### src/rtl/conv2d_pass_scheduler.sv
// Pass sequencer for the PE-with-buffers block: walks output channel, input
// channel, row and column, and emits the kernel/row/channel strobes the PE control unit consumes.
module conv2d_pass_scheduler #(
    parameter int IMG_W_MAX = 256,
    parameter int CH_BITS   = 10,
    parameter int ROW_BITS  = 8,
    localparam int COL_BITS = $clog2(IMG_W_MAX)
) (
    input  logic                clk_i,
    input  logic                rst_ni,
    input  logic                start_i,
    input  logic [CH_BITS-1:0]  cfg_in_ch_i,
    input  logic [CH_BITS-1:0]  cfg_out_ch_i,
    input  logic [ROW_BITS-1:0] cfg_rows_i,
    input  logic [COL_BITS-1:0] cfg_cols_i,
    input  logic                kernel_valid_i,
    input  logic                pix_valid_i,
    output logic                pix_ready_o,
    input  logic                PE_ready_i,
    input  logic                PE_with_buffers_IDLE_i,
    output logic                Load_kernel_reg_o,
    output logic                Stream_mid_row_o,
    output logic                Stream_last_row_o,
    output logic                Output_valid_o,
    output logic [COL_BITS-1:0] b_counter_output_o,
    output logic                Done_1row_o,
    output logic                last_channel_o,
    output logic [CH_BITS-1:0]  cur_oc_o,
    output logic [CH_BITS-1:0]  cur_ic_o,
    output logic                busy_o,
    output logic                done_o
);

    typedef enum logic [2:0] {
        S_IDLE,
        S_LOAD_K,
        S_ROW_WAIT,
        S_STREAM,
        S_ROW_END,
        S_DRAIN
    } state_e;

    localparam logic [CH_BITS-1:0]  CH_ONE  = CH_BITS'(1);
    localparam logic [ROW_BITS-1:0] ROW_ONE = ROW_BITS'(1);

    state_e state_q, state_d;

    logic [CH_BITS-1:0]  cfg_in_ch_q, cfg_in_ch_d;
    logic [CH_BITS-1:0]  cfg_out_ch_q, cfg_out_ch_d;
    logic [ROW_BITS-1:0] cfg_rows_q, cfg_rows_d;
    logic [COL_BITS-1:0] cfg_cols_q, cfg_cols_d;

    logic [CH_BITS-1:0]  oc_q, oc_d;
    logic [CH_BITS-1:0]  ic_q, ic_d;
    logic [ROW_BITS-1:0] row_q, row_d;
    logic [COL_BITS-1:0] col_q, col_d;

    logic                load_k_q, load_k_d;
    logic                stream_mid_q, stream_mid_d;
    logic                stream_last_q, stream_last_d;
    logic                out_valid_q, out_valid_d;
    logic [COL_BITS-1:0] b_cnt_q, b_cnt_d;
    logic                done_1row_q, done_1row_d;
    logic                last_ch_q, last_ch_d;
    logic                done_q, done_d;

    logic accept;
    logic is_last_row;
    logic is_last_ic;
    logic is_last_oc;
    logic stream_active;

    assign accept      = pix_valid_i && (state_q == S_STREAM);
    assign is_last_row = (row_q == cfg_rows_q - ROW_ONE);
    assign is_last_ic  = (ic_q == cfg_in_ch_q - CH_ONE);
    assign is_last_oc  = (oc_q == cfg_out_ch_q - CH_ONE);

    always_ff @(posedge clk_i or negedge rst_ni) begin
        if (!rst_ni) begin
            state_q <= S_IDLE;
        end else begin
            state_q <= state_d;
        end
    end

    always_comb begin
        state_d      = state_q;
        cfg_in_ch_d  = cfg_in_ch_q;
        cfg_out_ch_d = cfg_out_ch_q;
        cfg_rows_d   = cfg_rows_q;
        cfg_cols_d   = cfg_cols_q;
        oc_d         = oc_q;
        ic_d         = ic_q;
        row_d        = row_q;
        col_d        = col_q;
        load_k_d     = 1'b0;
        done_1row_d  = 1'b0;
        done_d       = 1'b0;
        out_valid_d  = accept;
        b_cnt_d      = accept ? col_q : b_cnt_q;

        case (state_q)
            S_IDLE: begin
                if (start_i) begin
                    state_d      = S_LOAD_K;
                    cfg_in_ch_d  = cfg_in_ch_i;
                    cfg_out_ch_d = cfg_out_ch_i;
                    cfg_rows_d   = cfg_rows_i;
                    cfg_cols_d   = cfg_cols_i;
                    oc_d         = '0;
                    ic_d         = '0;
                    row_d        = '0;
                    col_d        = '0;
                end
            end
            S_LOAD_K: begin
                if (kernel_valid_i) begin
                    state_d  = S_ROW_WAIT;
                    load_k_d = 1'b1;
                end
            end
            S_ROW_WAIT: begin
                if (PE_ready_i) begin
                    state_d = S_STREAM;
                end
            end
            S_STREAM: begin
                // The final column is held rather than stepped past, so the
                // counter never leaves 0..cfg_cols.
                if (accept) begin
                    if (col_q == cfg_cols_q) begin
                        state_d = S_ROW_END;
                    end else begin
                        col_d = col_q + 1'b1;
                    end
                end
            end
            S_ROW_END: begin
                done_1row_d = 1'b1;
                col_d       = '0;
                if (!is_last_row) begin
                    row_d   = row_q + 1'b1;
                    state_d = S_ROW_WAIT;
                end else begin
                    row_d = '0;
                    if (!is_last_ic) begin
                        ic_d    = ic_q + 1'b1;
                        state_d = S_LOAD_K;
                    end else begin
                        state_d = S_DRAIN;
                    end
                end
            end
            S_DRAIN: begin
                if (PE_with_buffers_IDLE_i) begin
                    if (is_last_oc) begin
                        state_d = S_IDLE;
                        done_d  = 1'b1;
                    end else begin
                        oc_d    = oc_q + 1'b1;
                        ic_d    = '0;
                        state_d = S_LOAD_K;
                    end
                end
            end
            default: begin
                state_d = S_IDLE;
            end
        endcase

        // Row flags cover the row from the first STREAM cycle through ROW_END;
        // row_q is stable across that whole window.
        stream_active = (state_d == S_STREAM) || (state_d == S_ROW_END);
        stream_mid_d  = stream_active && !is_last_row;
        stream_last_d = stream_active && is_last_row;

        // One-cycle lag on ic keeps the flag valid for the Done_1row that
        // trails the channel's last row; the start case avoids a low blip
        // on the first LOAD_K cycle.
        if (state_q == S_IDLE) begin
            last_ch_d = start_i && (cfg_in_ch_i == CH_ONE);
        end else begin
            last_ch_d = is_last_ic;
        end
    end

    always_ff @(posedge clk_i or negedge rst_ni) begin
        if (!rst_ni) begin
            cfg_in_ch_q   <= '0;
            cfg_out_ch_q  <= '0;
            cfg_rows_q    <= '0;
            cfg_cols_q    <= '0;
            oc_q          <= '0;
            ic_q          <= '0;
            row_q         <= '0;
            col_q         <= '0;
            load_k_q      <= 1'b0;
            stream_mid_q  <= 1'b0;
            stream_last_q <= 1'b0;
            out_valid_q   <= 1'b0;
            b_cnt_q       <= '0;
            done_1row_q   <= 1'b0;
            last_ch_q     <= 1'b0;
            done_q        <= 1'b0;
        end else begin
            cfg_in_ch_q   <= cfg_in_ch_d;
            cfg_out_ch_q  <= cfg_out_ch_d;
            cfg_rows_q    <= cfg_rows_d;
            cfg_cols_q    <= cfg_cols_d;
            oc_q          <= oc_d;
            ic_q          <= ic_d;
            row_q         <= row_d;
            col_q         <= col_d;
            load_k_q      <= load_k_d;
            stream_mid_q  <= stream_mid_d;
            stream_last_q <= stream_last_d;
            out_valid_q   <= out_valid_d;
            b_cnt_q       <= b_cnt_d;
            done_1row_q   <= done_1row_d;
            last_ch_q     <= last_ch_d;
            done_q        <= done_d;
        end
    end

    assign pix_ready_o        = (state_q == S_STREAM);
    assign busy_o             = (state_q != S_IDLE);
    assign Load_kernel_reg_o  = load_k_q;
    assign Stream_mid_row_o   = stream_mid_q;
    assign Stream_last_row_o  = stream_last_q;
    assign Output_valid_o     = out_valid_q;
    assign b_counter_output_o = b_cnt_q;
    assign Done_1row_o        = done_1row_q;
    assign last_channel_o     = last_ch_q;
    assign cur_oc_o           = oc_q;
    assign cur_ic_o           = ic_q;
    assign done_o             = done_q;

endmodule

### config.mk
export PLATFORM = sky130hd
export DESIGN_NAME = conv2d_pass_scheduler
export DESIGN_NICKNAME = d
export VERILOG_FILES = /design/src/rtl/conv2d_pass_scheduler.sv
export SDC_FILE = /design/constraint.sdc
export NUM_CORES = 1
export LEC_CHECK = 0
export BUFFER_PORTS_ARGS = -buffer_cell sky130_fd_sc_hd__buf_4
export CORE_ASPECT_RATIO = 1.5
export CORE_MARGIN = 2
export CORE_UTILIZATION = 43
export CTS_BUF_LIST = sky130_fd_sc_hd__clkbuf_2 sky130_fd_sc_hd__clkbuf_4 sky130_fd_sc_hd__clkbuf_8
export CTS_CLUSTER_SIZE = 20
export DETAILED_ROUTE_END_ITERATION = 8
export PLACE_DENSITY = 0.64
export SKIP_CTS_REPAIR_TIMING = 1
export SLEW_MARGIN = 0
export SYNTH_ARGS = -nofsm -noshare
export SYNTH_HDL_FRONTEND = slang
export SYNTH_SLANG_ARGS = --single-unit
### constraint.sdc
create_clock -name clk_i -period 7.46 [get_ports clk_i]
set_input_delay 1.492 -clock clk_i [delete_from_list [all_inputs] [get_ports clk_i]]
set_output_delay 1.492 -clock clk_i [all_outputs]
set_load 0.1 [all_outputs]
After elaboration in Yosys (flattened, before gate mapping). Cells that the tools add are included.

Reduce and logical (&&, ||, !) cells: 17. Add/subtract/negate cells: 7. Multiplexer cells: 32. Equality and inequality tests: 19.

Operators with widths (number): $mux 10 (7); $mux 8 (4); $pmux 10 s3 (1); $mux 3 (8); $pmux 8 s3 (1); $add 10x1->10 const B (2); $eq 10x10->1 (2); $pmux 10 s2 (1); $sub 10x1->10 const B (2); $pmux 3 s6 (1); $add 8x1->8 const B (2); $eq 8x8->1 (2); $pmux 8 s2 (1); $ne 2x2->1 const B (6); $eq 10x1->1 const B (1); $eq 3x2->1 const B (3); $eq 3x3->1 const B (3); $reduce_bool 3->1 (3); $mux 1 (8); $reduce_and 4->1 (2); $sub 8x1->8 const B (1); $reduce_and 6->1 (1); $logic_and 1x1->1 (4); $reduce_and 2->1 (2); 6 further kinds (7).

Bits in registers: 90.

Longest topological paths before layout.
Depth after elaboration: 8. Depth in mapped cells: 10.

Worst setup path before layout. No wires, ideal clock.

Path kind: register to register. Start: register state_q[2]. End: register col_q[7]. Path slack: 4.402 ns. Period minus slack after synthesis: 3.058 ns. Library setup time: 0.130 ns. Data arrival time: 2.928 ns. Path buffers: 1. Stages on the path, launching flop included: 11. Path through: dfrtp_1 clkbuf_1 nor2b_1 and2_1 nand2_1 inv_2 o21a_1 o21ai_0 or3_1 xor2_1 nor2_1.

Longest elaborated chain between the ends: 4. Elaborated cells between the ends (all ways): 10. Those cells by class: eq/ne: 5; mux: 1; reduce/logical: 4.

Ends and longest elaborated chain: from (decl) (RTL line 46) `state_e state_q, state_d;`; from (signal assigned) (RTL line 82) `state_q <= state_d;`; $eq 3x2->1; named net pix_ready_o (RTL line 18) `output logic pix_ready_o,`; $logic_and 1x1->1 (RTL line 73) `assign accept = pix_valid_i && (state_q == S_STREAM);`; named net accept (RTL line 67) `logic accept;`; $ne 2x1->1 (no line); $reduce_and 4->1 (no line); to (signal assigned) (RTL line 213) `col_q <= col_d;`; to (decl) (RTL line 56) `logic [COL_BITS-1:0] col_q, col_d;`.

The timed path passes the listed nets, and every way through them passes these cells. A chain may end at the register's enable or synchronous reset.

Worst setup path in the final report.
Start: register state_q[1]. End: output port busy_o.

Longest elaborated chain between the ends: 1.

Ends and longest elaborated chain: $reduce_bool 3->1 (RTL line 226) `assign busy_o = (state_q != S_IDLE);`; to (decl) (RTL line 30) `output logic busy_o,`.

No other way between the ends.

==> summary by stage <==
STA
Setup violations remaining at the end of the flow were counted as 0. Subtracting the final worst setup slack from the clock period gives 3.45 ns. For the pin with the worst max-slew slack, the measured transition is 0.731 ns. Summed over all failing endpoints, the final setup total negative slack is 0 ns.

The max-slew violation total from the final report is 0. The number of hold violations in the final report came to 0. The clock arrives with 0.00773 ns of skew. The worst pin sits at a relative slew slack of 50.9%. In the finished design, the share of the clock period the worst path needs comes to 46.3%.

Setup repair after global routing left no endpoint under its margin. The maximum clock frequency is 290 MHz. After layout, the worst setup slack is 4.01 ns.

Floorplan
The floorplan step defined a die boundary enclosing 0.0128 sq mm. In this run the count of I/O pins placed on the die edge is 80. The initial cell density of the core is 44.4%.

The core area is 0.0115 sq mm. The standard-cell row count is 48. The floorplan step set the die width to 93.1 um. In this run the vertical extent of the chip is 138 um.

GRT
The number of antenna violations at the first check in global routing is 0. Entering global routing, the biggest net connects 57 pins. The aggregate global-route resource usage is 18.9%.

For this run the aggregate overflow at the end of global routing stands at 0. The number of global-route vias before repair is 4015. The global-route wire length before repair is 19200 um.

Cells and area
The final non-filler cell total is 739. The count of filler cells inserted in the layout is 1086. The repair_antennas step left the layout with diodes totalling 0. The post-route netlist has 26.7% of its cells at a drive strength greater than 1. Summing all multi-input logic gate instances after layout gives 0.00272 sq mm. The storage element area is 0.00225 sq mm. The synthesis-to-layout area growth is 18.1%. After routing the design area is 0.00604 sq mm. At the end of the flow, the number of nets in the layout was 634.

Synth
The synthesized area per cell is 10.1 sq um. For this run, the number of Yosys warnings is 0. The most frequent cell after synthesis is sky130_fd_sc_hd__dfrtp_1. The flip-flop and latch count after synthesis is 90. The commonest cells after synthesis are 90 x sky130_fd_sc_hd__dfrtp_1, 64 x sky130_fd_sc_hd__nand2_1, 37 x sky130_fd_sc_hd__mux2_2. The biggest area contributor in the post-synthesis netlist is sky130_fd_sc_hd__dfrtp_1. The number of synthesized flops with an enable pin is 0. Synthesis produced a netlist with a net count of 558.

Yosys attributes the largest share of cell area to sky130_fd_sc_hd__dfrtp_1 44%, sky130_fd_sc_hd__mux2_2 8.1%, sky130_fd_sc_hd__nand2_1 4.7%. Among all flip-flop cells after synthesis, the most frequent one is sky130_fd_sc_hd__dfrtp_1. The cell area that synthesis handed to floorplanning was 0.00512 sq mm. The cell count after synthesis came out at 508. The portion of synthesized cell area occupied by the leading cell type is 44.0%. Synthesis instantiated 70 different standard cells from the library. After synthesis, the share of flip-flops with an asynchronous set or reset is 100%. The part of the Yosys area used for sequential elements is 44.0%.

Critical path
Data on the critical path arrives at its endpoint at 1.96 ns. Along the worst path, the maximum fanout reaches 8. The critical path depth is 3.

The endpoint class of the critical path is an output port. The critical path buffer and inverter count is 2. The slowest cell on the critical path is sky130_fd_sc_hd__nor3_1. The required time of the critical path is 5.97 ns. Counting cells, the worst reg-to-reg path comes to 9. The critical path is of the reg -> out type.

The cell family contributing the most delay on the critical path is simple AND/OR/NAND/NOR gates. The signal on the critical path passes through nor3_1 -> inv_1 -> buf_4. STA classifies the critical path startpoint as a register. For this run, the slowest stage of the critical path takes 0.65 ns.

Pwr
The worst ir drop on vdd is 0.000150 V. The power per cell area is 339 mW/mm^2. In this run the static leakage power is 2.70 nW.

Of the total power, the share spent switching nets is 43.0%. The internal power consumption is 1.17 mW. In this run, the combinational gates consume 42.4% of the power. The total power consumption of the routed design is 2.05 mW. The analysis attributes to net switching a power of 881 uW.

The clock network burns 16.7% of the power. The sequential fraction of design power is 40.9%.

Clocking
The clock passes through at most 2 buffers. The clock input transition at the sequential cells of the worst setup and hold paths is 0.09 ns. TritonCTS built the clock tree. The latest clock arrival within the worst-skew pair is 0.37 ns. In this run, CTS created clock tree buffers numbering 9. The clock root buffer master is sky130_fd_sc_hd__clkbuf_8. In this run the number of H-tree levels came out at 3. The tree built by TritonCTS fans out to 90 sinks.

Detailed routing
For this block, the via count after detailed routing is 4020. In the routed layout, each cell is associated on average with a via count of 5.44. The first TritonRoute pass finished after 4 iterations. The total wirelength of the detailed-routed design is 11600 um. After detailed routing, the number of remaining DRC violations is 0. The number of violations reported at the end of detailed-routing iteration 0 is 216.

The remaining antenna violation count after routing is 0. The routed wirelength normalized by instance count is 15.7 um.

Place
At the end of routability-driven placement, the weighted congestion stood at 0.801. The cell count after placement is 723. The number of buffer cells added on primary ports is 79. The post-detailed-placement half-perimeter wirelength is 8430 um. The worst setup slack after placement is 4.35 ns. Summing all placed instances gives a cell area of 0.00585 sq mm.

Min path
In this run the worst hold path is classified as reg -> reg. The depth of the worst hold-timing path is 2.

Run
Across the run, the number of max-cap violations was 0.

Outcome
The flow ran to the end, and the final reports show no timing, DRC or antenna violations.
==> per-layer routing <==
layer / GRT usage (%) / share of wire, %
met1: 22.5 / 42
met2: 34.4 / 53
met3: 2.84 / 3.3
met4: 6.70 / 1.7
met5: 0 / 0
==> flip-flops by register name, indices dropped and copies added (netlist names), 3 cells and up <==
name	count
col_q	8
cur_ic_o	10
cfg_out_ch_q	10
row_q	8
cfg_in_ch_q	10
cfg_rows_q	8
cfg_cols_q	8
cur_oc_o	10
state_q	3
b_counter_output_o	8
==> placed cells by master, fill, tap and decap left out, types with 7 or more instances in the layout <==
| master | netlist | final |
|---|---|---|
| sky130_fd_sc_hd__nand3b_1 | 7 | 7 |
| sky130_fd_sc_hd__ha_1 | 7 | 7 |
| sky130_fd_sc_hd__dfrtp_1 | 90 | 90 |
| sky130_fd_sc_hd__o21ai_0 | 23 | 23 |
| sky130_fd_sc_hd__mux2_2 | 37 | 37 |
| sky130_fd_sc_hd__nand4_1 | 11 | 11 |
| sky130_fd_sc_hd__inv_1 | 17 | 17 |
| sky130_fd_sc_hd__xor2_1 | 22 | 22 |
| sky130_fd_sc_hd__nand3_1 | 21 | 21 |
| sky130_fd_sc_hd__nor3_1 | 11 | 11 |
| sky130_fd_sc_hd__nor2_1 | 26 | 26 |
| sky130_fd_sc_hd__clkbuf_8 | 0 | 9 |
| sky130_fd_sc_hd__xnor2_1 | 26 | 26 |
| sky130_fd_sc_hd__a21oi_1 | 13 | 13 |
| sky130_fd_sc_hd__o31ai_1 | 9 | 9 |
| sky130_fd_sc_hd__buf_4 | 0 | 82 |
| sky130_fd_sc_hd__nand2_1 | 64 | 63 |
| sky130_fd_sc_hd__mux2i_1 | 8 | 8 |
==> worst reg2reg max path, stage by stage, from the launching register on <==
cell and delay, ns:
sky130_fd_sc_hd__dfrtp_1 0.44, sky130_fd_sc_hd__inv_1 0.06, sky130_fd_sc_hd__ha_1 0.23, sky130_fd_sc_hd__or2b_1 0.25
sky130_fd_sc_hd__a21oi_1 0.14, sky130_fd_sc_hd__o22ai_1 0.14, sky130_fd_sc_hd__o41ai_4 0.63, sky130_fd_sc_hd__o211ai_4 0.30
sky130_fd_sc_hd__or4_1 0.54, sky130_fd_sc_hd__a21oi_1 0.15
==> cell families after synthesis <==
logic type,count (synthesis),synth area share [%]
xor+xnor,48,8.22
compound gates,80,11.5
flops,90,44.0
mux,45,9.71
buf+inv,35,2.81
fa+ha+maj,7,1.71
simple gates,203,22.0
==> final timing paths <==
kind | start | endpoint | slack [ns]
setup / recovery | state_q[1] | busy_o | 4.01
hold / removal | b_counter_output_o[2] | b_counter_output_o[2] | 0.48
setup reg to reg | cfg_rows_q[0] | cur_ic_o[8] | 4.51
hold reg to reg | b_counter_output_o[2] | b_counter_output_o[2] | 0.48
max in group asynchronous | rst_ni | cfg_in_ch_q[1] | 5.33
min in group asynchronous | rst_ni | cfg_out_ch_q[5] | 1.10
==> through the flow <==
stage	util, %	hold WS, ns
3_5_place_dp	50.7	0.465
2_1_floorplan	-	0.496
6_report	52.4	0.480
3_3_place_gp	50.7	0.463
5_1_grt	52.4	0.510
4_1_cts	52.4	0.487
==> final cells by class <==
class	count	area share (%)
multi-input cells	383	45.0
inverters	18	1.12
clock buffers	10	2.17
flip-flops and latches	90	37.3
clock inverters	6	1.12
repair buffers	82	10.2
well taps	150	3.10
==> power by group through the flow <==
stage          clock [mW]  sequential (mW)  combinational, mW
5_1_grt             0.368            0.865              0.956
3_5_place_dp            0            0.851              0.873
6_report            0.341            0.838              0.869
3_3_place_gp            0            0.842              0.846
4_1_cts             0.350            0.841              0.876
2_1_floorplan           0            0.914              0.606
(Power assumes the default switching activity.)
